[config.mk]
export PLATFORM = sky130hd
export DESIGN_NAME = systolic_feeder
export DESIGN_NICKNAME = d
export VERILOG_FILES = /design/src/rtl/systolic_feeder.sv
export SDC_FILE = /design/constraint.sdc
export NUM_CORES = 1
export LEC_CHECK = 0
export ABC_AREA = 1
export CAP_MARGIN = 20
export CORE_ASPECT_RATIO = 2
export CORE_MARGIN = 3
export CORE_UTILIZATION = 47
export DETAILED_ROUTE_END_ITERATION = 6
export PLACE_DENSITY = 0.85
export SYNTH_ARGS = -nofsm -noshare
export SYNTH_HDL_FRONTEND = slang
export SYNTH_SLANG_ARGS = --single-unit
[constraint.sdc]
create_clock -name clk -period 3 [get_ports clk]
set_clock_uncertainty 0.05 [all_clocks]
set_input_delay 0.6 -clock clk [delete_from_list [all_inputs] [get_ports clk]]
set_output_delay 0.6 -clock clk [all_outputs]
set_load 0.02 [all_outputs]
[src/rtl/systolic_feeder.sv]
// Feeder for a weight-stationary systolic array: loads N column weight vectors, streams
// diagonally skewed activation vectors, then drains the skew. Optional: SYSTOLIC_FEEDER_STALL_CNT_EN.
module systolic_feeder #(
    parameter int N      = 4,
    parameter int DATA_W = 8,
    parameter int CNT_W  = 16
) (
    input  logic                clk,
    input  logic                rst,
    input  logic                start,
    input  logic [CNT_W-1:0]    vec_count,
    input  logic                w_valid,
    output logic                w_ready,
    input  logic [N*DATA_W-1:0] w_data,
    input  logic                d_valid,
    output logic                d_ready,
    input  logic [N*DATA_W-1:0] d_data,
    output logic [N-1:0]        load_weights,
    output logic [N*DATA_W-1:0] weights_out,
    output logic [N*DATA_W-1:0] data_out,
    output logic [N-1:0]        valid_out,
    output logic                busy,
    output logic                done
`ifdef SYSTOLIC_FEEDER_STALL_CNT_EN
    ,
    output logic [CNT_W-1:0]    stall_cycles
`endif
);
    localparam int COL_W = (N > 1) ? $clog2(N) : 1;
    localparam logic [COL_W-1:0] LAST_COL = COL_W'(N - 1);

    typedef enum logic [1:0] {IDLE, LOAD_W, STREAM, FLUSH} state_t;

    state_t              state_reg, state_next;
    logic [COL_W-1:0]    col_reg, col_next;
    logic [CNT_W-1:0]    cnt_reg, cnt_next;
    logic [N-1:0]        load_reg, load_next;
    logic [N*DATA_W-1:0] wout_reg, wout_next;
    logic                done_reg, done_next;
    logic                d_accept;

    always_ff @(posedge clk or negedge rst) begin
        if (!rst) begin
            state_reg <= IDLE;
            col_reg   <= '0;
            cnt_reg   <= '0;
            load_reg  <= '0;
            wout_reg  <= '0;
            done_reg  <= 1'b0;
        end else begin
            state_reg <= state_next;
            col_reg   <= col_next;
            cnt_reg   <= cnt_next;
            load_reg  <= load_next;
            wout_reg  <= wout_next;
            done_reg  <= done_next;
        end
    end

    // col_reg indexes the weight column in LOAD_W and counts drain cycles in FLUSH
    always_comb begin
        state_next = state_reg;
        col_next   = col_reg;
        cnt_next   = cnt_reg;
        load_next  = '0;
        wout_next  = wout_reg;
        done_next  = 1'b0;
        w_ready    = 1'b0;
        d_ready    = 1'b0;
        d_accept   = 1'b0;
        case (state_reg)
            IDLE: begin
                if (start) begin
                    state_next = LOAD_W;
                    col_next   = '0;
                    cnt_next   = vec_count;
                end
            end
            LOAD_W: begin
                w_ready = 1'b1;
                if (w_valid) begin
                    load_next[col_reg] = 1'b1;
                    wout_next          = w_data;
                    col_next           = col_reg + 1'b1;
                    if (col_reg == LAST_COL) begin
                        col_next   = '0;
                        state_next = (cnt_reg != '0) ? STREAM : FLUSH;
                    end
                end
            end
            STREAM: begin
                d_ready  = 1'b1;
                d_accept = d_valid;
                if (d_valid) begin
                    cnt_next = cnt_reg - 1'b1;
                    if (cnt_reg == CNT_W'(1)) begin
                        state_next = FLUSH;
                    end
                end
            end
            FLUSH: begin
                if (col_reg == LAST_COL) begin
                    state_next = IDLE;
                    done_next  = 1'b1;
                    col_next   = '0;
                end else begin
                    col_next = col_reg + 1'b1;
                end
            end
            default: state_next = IDLE;
        endcase
    end

    // Row gi: stage-0 register plus gi extra delay registers; shifts every cycle
    for (genvar gi = 0; gi < N; gi++) begin : g_row
        logic [DATA_W-1:0] pipe_data_reg [0:gi];
        logic [gi:0]       pipe_valid_reg;

        always_ff @(posedge clk or negedge rst) begin
            if (!rst) begin
                for (int k = 0; k <= gi; k++) begin
                    pipe_data_reg[k] <= '0;
                end
                pipe_valid_reg <= '0;
            end else begin
                pipe_data_reg[0]  <= d_accept ? d_data[gi*DATA_W +: DATA_W] : '0;
                pipe_valid_reg[0] <= d_accept;
                for (int k = 1; k <= gi; k++) begin
                    pipe_data_reg[k]  <= pipe_data_reg[k-1];
                    pipe_valid_reg[k] <= pipe_valid_reg[k-1];
                end
            end
        end

        assign data_out[gi*DATA_W +: DATA_W] = pipe_data_reg[gi];
        assign valid_out[gi]                 = pipe_valid_reg[gi];
    end

`ifdef SYSTOLIC_FEEDER_STALL_CNT_EN
    logic [CNT_W-1:0] stall_reg;

    always_ff @(posedge clk or negedge rst) begin
        if (!rst) begin
            stall_reg <= '0;
        end else if (state_reg == IDLE && start) begin
            stall_reg <= '0;
        end else if (state_reg == STREAM && !d_valid && stall_reg != '1) begin
            stall_reg <= stall_reg + 1'b1;
        end
    end

    assign stall_cycles = stall_reg;
`endif

    assign load_weights = load_reg;
    assign weights_out  = wout_reg;
    assign busy         = (state_reg != IDLE);
    assign done         = done_reg;

endmodule

==> impl_results.md, run 1 <==
- Post-DRT Antenna Nets: 0
- Max incr delay on CP: 0.61 ns
- Layout net count: 738
- Synth Cell Area: 5510 um2
- Post-Place Cells: 764
- CTS tree: built
- Seq/Total Area, Yosys: 64.0%
- Grt total ovfl: 0
- HP Class: input pin to asynchronous set/reset pin
- Antenna fix cells: 0
- Synthesized instance count: 496
- Worst skew pair latency: 0.41 ns
- Startpoint type of the worst setup path: register
- Slew @ Worst Pin: 0.788 ns
- Crit Path Max Fanout: 5
- Clock Tree Root: clkbuf_16
- Crit path top cell by count: inv_1
- Total track usage: 20.1%
- Most frequent cells in the layout: 159 x clkdlybuf4s50_1, 141 x dfrtp_1, 74 x nand2_1
- Largest net degree at the start of global routing: 76
- Crit path cell chain: inv_1 > ha_1 > inv_1 > clkdlybuf4s50_1
- Fmax: 0.382 GHz
- Sw frac: 27.1%
- First-pass GRT wire length: 19.8 mm
- CTS clk-pin slew, worst paths: 0.06 ns
- CTS resizes: 0
- Critical path class: register to primary output
- DR pass1 iterations: 6
- Internal power: 3.36 mW
- Final Hold Viols: 0
- Worst VDD drop: 0.497 mV
- R2r startpoint: state_reg[0]
- Tcrit/Tclk final: 87.2%
- Initial core utilization: 48.5%
- Max cap viols: 0
- Vias in the first global route: 4,069
- PortBufs: 160
- R2r endpoint: cnt_reg[2]
- DRT Wirelength: 12.5 mm
- Crit. End Element: primary output
- Die H: 159 um
- Overall die area: 13,100 um2
- Hold buffer count at CTS: 0
- Status: complete, no violations
- Setup bufs post-CTS: 0
- Reg-to-reg slack, setup: 0.69 ns
- Pwr dens: 602 nW/um2
- Initial drt markers: 215
- Sequential share of power: 45.4%
- Leading cell type in the layout, fill and taps excluded: clkdlybuf4s50_1
- DR WL/cell: 15.7 um
- # IOs: 161
- Slowest cell on crit path: clkdlybuf4s50_1
- Initial antenna violation count: 0
- Setup TNS: 0 ns
- Final GP Congestion: 0.965
- Core area: 11,400 um2
- Vias per inst: 4.87
- Net Sw Power: 1.25 mW
- Data arrival time of the critical path: 1.97 ns
- Die Span X: 82.6 um
- Post-Syn Area per Cell: 11.1 um2
- Critical Path RT: 2.35 ns
- P&R area growth vs syn: 38.8%
- Fin cells: 796
- Worst-case clock buffer depth: 2
- TritonCTS Buffers: 17
- Logic pwr share: 10.5%
- Via count: 3,874
- Lkg Pwr: 3.78 nW
- Post-Syn Nets: 593
- Synth Warn #: 0
- Cell depth of the worst flop-to-flop path: 9
- Fin. max-slew vios: 0
- RSZ-0062 raised after global routing: false
- Fraction of layout cells with a size suffix above 1: 13.6%
- Clk sinks: 141
- H-tree Lvls: 4
- # rows: 55
- FF+latch count, synth: 141
- Slew headroom: 47.3%
- Synth cell types: 31
- DRC: 0
- Period minus WS final: 2.62 ns
- Final setup violating endpoints: 0
- DP HPWL: 9.27 mm
- Max reg flops: 56
- Clock network power share: 44.1%
## per-stage QoR
step | worst slack, ns | hold slack, ns | utilization [%] | power (mW) | instance area [um2]
4_1_cts | 0.388 | 0.157 | 67.4 | 4.65 | 7650
3_5_place_dp | 0.677 | 0.285 | 62.1 | 2.61 | 7050
5_1_grt | 0.302 | 0.184 | 67.4 | 4.80 | 7650
3_3_place_gp | 0.723 | 0.281 | 62.1 | 2.59 | 7050
2_1_floorplan | 1.24 | 0.254 | - | 2.36 | 5510
6_report | 0.385 | 0.152 | 67.4 | 4.61 | 7650
## layout make-up
type | instances | area [um2]
clock inverters | 15 | 171
inverters | 70 | 268
fillers | 830 | 3710
multi-input cells | 248 | 1440
flip-flops and latches | 141 | 3530
repair buffers | 163 | 1640
well taps | 142 | 178
clock buffers | 17 | 425
## synth_stat cells (all sizes together)
cell | n | area share (%)
a211oi | 1 | 0.23
a21o | 1 | 0.16
a21oi | 11 | 1.1
buf | 33 | 4.7
clkbuf | 4 | 0.27
dfrtp | 141 | 64
ha | 12 | 2.7
inv | 70 | 4.9
mux2 | 32 | 6.5
nand2 | 79 | 5.8
nand3 | 17 | 1.5
nand3b | 3 | 0.41
nand4 | 4 | 0.45
nor2 | 68 | 5.1
nor3 | 1 | 0.091
o211ai | 1 | 0.14
o21ai | 15 | 1.4
o21bai | 1 | 0.20
or2 | 2 | 0.23
## worst max path at each step
stage | cells after the start | slack (ns) | endpoint | from
2_1_floorplan | 9 | 1.24 | cnt_reg[2] | state_reg[0]
3_3_place_gp | 7 | 0.72 | cnt_reg[2] | d_valid
3_5_place_dp | 7 | 0.68 | cnt_reg[2] | d_valid
4_1_cts | 4 | 0.39 | busy | state_reg[0]
5_1_grt | 4 | 0.30 | busy | state_reg[0]
6_report | 4 | 0.38 | busy | state_reg[0]
## worst max-delay path: cells and delay by family (launching register included)
| kind | cells | cell delay (ns) |
|---|---|---|
| adders and majority gates | 1 | 0.28 |
| DFF | 1 | 0.42 |
| buffers and inverters | 3 | 0.86 |
## power groups by stage
stage / clock network [mW] / registers [mW] / logic (mW)
after floorplan: 0 / 2.11 / 0.249
after global placement: 0 / 2.12 / 0.469
after detailed placement: 0 / 2.12 / 0.485
after CTS: 2.07 / 2.09 / 0.490
after global routing: 2.16 / 2.10 / 0.534
final: 2.03 / 2.09 / 0.486
## metal layers
layer  vias to the layer above  track usage [%]  wire length, um
li1                       1799                -                -
met1                      1860             19.9             4050
met2                       171             36.6             7180
met3                        44             5.66              803
met4                         0             9.30              479
met5                         -                0                0
## cells by family after synthesis
group	count (synthesis)	share of synthesized area, %
AND/OR/NAND/NOR	174	13.6
flip-flops	141	64.0
buffers and inverters	107	9.83
multiplexers	32	6.54
AO/OA/AOI/OAI	30	3.22
adder cells (fa/ha/maj)	12	2.72
(Power assumes the default switching activity.)
==> run 2, diff against run 1 <==
--- a/config.mk
+++ b/config.mk
@@ -9,9 +9,10 @@
 export CAP_MARGIN = 20
 export CORE_ASPECT_RATIO = 2
 export CORE_MARGIN = 3
-export CORE_UTILIZATION = 47
+export CORE_UTILIZATION = 53
+export CTS_BUF_LIST = sky130_fd_sc_hd__clkbuf_8
 export DETAILED_ROUTE_END_ITERATION = 6
-export PLACE_DENSITY = 0.85
+export PLACE_DENSITY = 0.94
 export SYNTH_ARGS = -nofsm -noshare
 export SYNTH_HDL_FRONTEND = slang
 export SYNTH_SLANG_ARGS = --single-unit
==> run 2 against run 1 <==
  * Critical path depth shrank 1
  * Total power shrank 12%
  * Sequential share of layout area grew 1.3 points
  * Core utilization grew 6.0 points
  * Global-route usage grew 2.2 points
  * Die area shrank 11%
  * Cell count shrank 0.75%
  * Critical path type unchanged
  * Largest cell class unchanged
  * Largest power group unchanged
  * Highest routed layer unchanged
==> impl_results.md, run 2 (synthesis gave the netlist of run 1 again) <==
- Worst-case clock buffer depth: 2 (unchanged)
- Logic pwr share: 12.0% (was 10.5%)
- Delay-heaviest family, CP: buffers and inverters (unchanged)
- Internal power: 2.94 mW (was 3.36 mW)
- Most frequent cells in the layout: 159 x clkdlybuf4s50_1, 141 x dfrtp_1, 74 x nand2_1 (unchanged)
- Startpoint type of the worst setup path: register (unchanged)
- DR pass1 iterations: 5 (was 6)
- Final setup violating endpoints: 0 (unchanged)
- Critical Path RT: 2.35 ns (about the same)
- Grt total ovfl: 0 (unchanged)
- CTS resizes: 0 (unchanged)
- Sw frac: 27.5% (was 27.1%)
- Reg-to-reg slack, setup: 0.50 ns (was 0.69 ns)
- Final Hold Viols: 0 (unchanged)
- Leading cell type in the layout, fill and taps excluded: clkdlybuf4s50_1 (unchanged)
- Via count: 3,889 (was 3,874)
- Setup WS post-layout: 0.149 ns (was 0.385 ns)
- TritonCTS Buffers: 17 (unchanged)
- Clock network power share: 36.5% (was 44.1%)
- Clock Tree Root: clkbuf_8 (was clkbuf_16)
- Initial antenna violation count: 0 (unchanged)
- Layout net count: 739 (was 738)
- Status: complete, no violations (unchanged)
- Worst slack, placed: 0.541 ns (was 0.677 ns)
- CTS tree: built (unchanged)
- Post-DRT Antenna Nets: 0 (unchanged)
- Largest net degree at the start of global routing: 65 (was 76)
- DP HPWL: 9.32 mm (was 9.27 mm)
- Final GP Congestion: 0.898 (was 0.965)
- PortBufs: 160 (unchanged)
- Fmax: 0.351 GHz (was 0.382 GHz)
- Post-place instance area: 7050 um2 (about the same)
- # rows: 52 (was 55)
- Number of cells on the critical path: 3 (was 4)
- Cell depth of the worst flop-to-flop path: 9 (unchanged)
- Max reg flops: 56 (unchanged)
- Post-Place Cells: 758 (was 764)
- Antenna fix cells: 0 (unchanged)
- Fraction of layout cells with a size suffix above 1: 13.7% (was 13.6%)
- Crit Path Max Fanout: 11 (was 5)
- Net Sw Power: 1.12 mW (was 1.25 mW)
- Die Span X: 78.1 um (was 82.6 um)
- Crit path cell chain: inv_1 > ha_1 > clkdlybuf4s50_1 (was inv_1 > ha_1 > inv_1 > clkdlybuf4s50_1)
- Vias per inst: 4.92 (was 4.87)
- Setup TNS: 0 ns (unchanged)
- DRC: 0 (unchanged)
- Worst skew pair latency: 0.44 ns (was 0.41 ns)
- Critical path class: register to primary output (unchanged)
- Initial core utilization: 54.3% (was 48.5%)
- RSZ-0062 raised after global routing: false (unchanged)
- Clk sinks: 141 (unchanged)
- Post-route cell area: 7440 um2 (was 7650 um2)
- P&R area growth vs syn: 35.1% (was 38.8%)
- H-tree Lvls: 4 (unchanged)
- First-pass GRT wire length: 19.8 mm (about the same)
- R2r endpoint: cnt_reg[2] (unchanged)
- Fin. max-slew vios: 0 (unchanged)
- Overall die area: 11,700 um2 (was 13,100 um2)
- Max incr delay on CP: 0.69 ns (was 0.61 ns)
- Vias in the first global route: 4,231 (was 4,069)
- Slowest cell on crit path: clkdlybuf4s50_1 (unchanged)
- Hold buffer count at CTS: 0 (unchanged)
- Fin cells: 790 (was 796)
- Pwr dens: 546 nW/um2 (was 602 nW/um2)
- WP buf/inv: 2 (was 3)
- Initial drt markers: 211 (was 215)
- Lkg Pwr: 3.69 nW (was 3.78 nW)
- DRT Wirelength: 12.4 mm (was 12.5 mm)
- CTS clk-pin slew, worst paths: 0.08 ns (was 0.06 ns)
- Setup bufs post-CTS: 0 (unchanged)
- Core area: 10,100 um2 (was 11,400 um2)
- Period minus WS final: 2.85 ns (was 2.62 ns)
- HP Class: input pin to asynchronous set/reset pin (unchanged)
- DR WL/cell: 15.7 um (about the same)
- # IOs: 161 (unchanged)
- Slew @ Worst Pin: 0.816 ns (was 0.788 ns)
- R2r startpoint: state_reg[0] (unchanged)
- Tcrit/Tclk final: 95.0% (was 87.2%)
- Slew headroom: 45.4% (was 47.3%)
- Crit. End Element: primary output (unchanged)
- Total power: 4.06 mW (was 4.61 mW)
- Sequential share of power: 51.5% (was 45.4%)
- Total track usage: 22.3% (was 20.1%)
- Data arrival time of the critical path: 2.20 ns (was 1.97 ns)
- Die H: 150 um (was 159 um)
- Max cap viols: 0 (unchanged)
- Worst VDD drop: 0.340 mV (was 0.497 mV)
-- run 2: changes by cell type in the layout (fill, tap and decap cells not counted), sizes merged --
cell / delta
buf: +1
bufinv: +1
clkbuf: +1
clkinv: -3
inv: +1
-- run 2: worst max-delay path by stage --
stage	to	slack, ns	from
2_1_floorplan	cnt_reg[2]	1.24	state_reg[0]
3_3_place_gp	cnt_reg[2]	0.68	state_reg[0]
3_5_place_dp	cnt_reg[2]	0.54	state_reg[0]
4_1_cts	d_ready	0.14	state_reg[0]
5_1_grt	d_ready	0.05	state_reg[0]
6_report	d_ready	0.15	state_reg[0]
-- run 2: area by class of cell --
| type | instances | area, um2 |
|---|---|---|
| sequential | 141 | 3530 |
| fill | 664 | 2710 |
| timing repair buffer | 164 | 1650 |
| multi-input combinational | 248 | 1440 |
| inverter | 70 | 268 |
| clock buffer | 18 | 248 |
| tap | 135 | 169 |
| clock inverter | 14 | 146 |
-- run 2: power groups by stage --
stage | combinational, mW | sequential [mW] | clock, mW
2_1_floorplan | 0.249 | 2.11 | 0
3_3_place_gp | 0.464 | 2.11 | 0
3_5_place_dp | 0.485 | 2.12 | 0
4_1_cts | 0.489 | 2.09 | 1.53
5_1_grt | 0.529 | 2.10 | 1.63
6_report | 0.486 | 2.09 | 1.48
-- run 2: per-stage QoR --
step | util, % | hold slack, ns
6_report | 73.3 | 0.0216
5_1_grt | 73.3 | 0.0187
4_1_cts | 73.3 | 0.00261
3_5_place_dp | 69.5 | 0.285
3_3_place_gp | 69.5 | 0.281
2_1_floorplan | - | 0.254
-- run 2: routing by layer --
| metal | part of all wire [%] | vias up | track usage, % |
|---|---|---|---|
| met5 | 0 | - | 0 |
| met4 | 4.1 | 0 | 13.6 |
| met3 | 6.4 | 43 | 5.81 |
| met2 | 57 | 197 | 41.5 |
| met1 | 33 | 1850 | 21.4 |
| li1 | - | 1799 | - |
-- run 2: worst reg2reg max path: stages, from the launching register on --
cell	delay (ns)
dfrtp_1	0.43
inv_1	0.18
ha_1	0.45
buf_4	0.26
nand2_4	0.22
o21ai_2	0.17
nand2_4	0.17
inv_6	0.16
o21ai_0	0.10
a21o_2	0.19
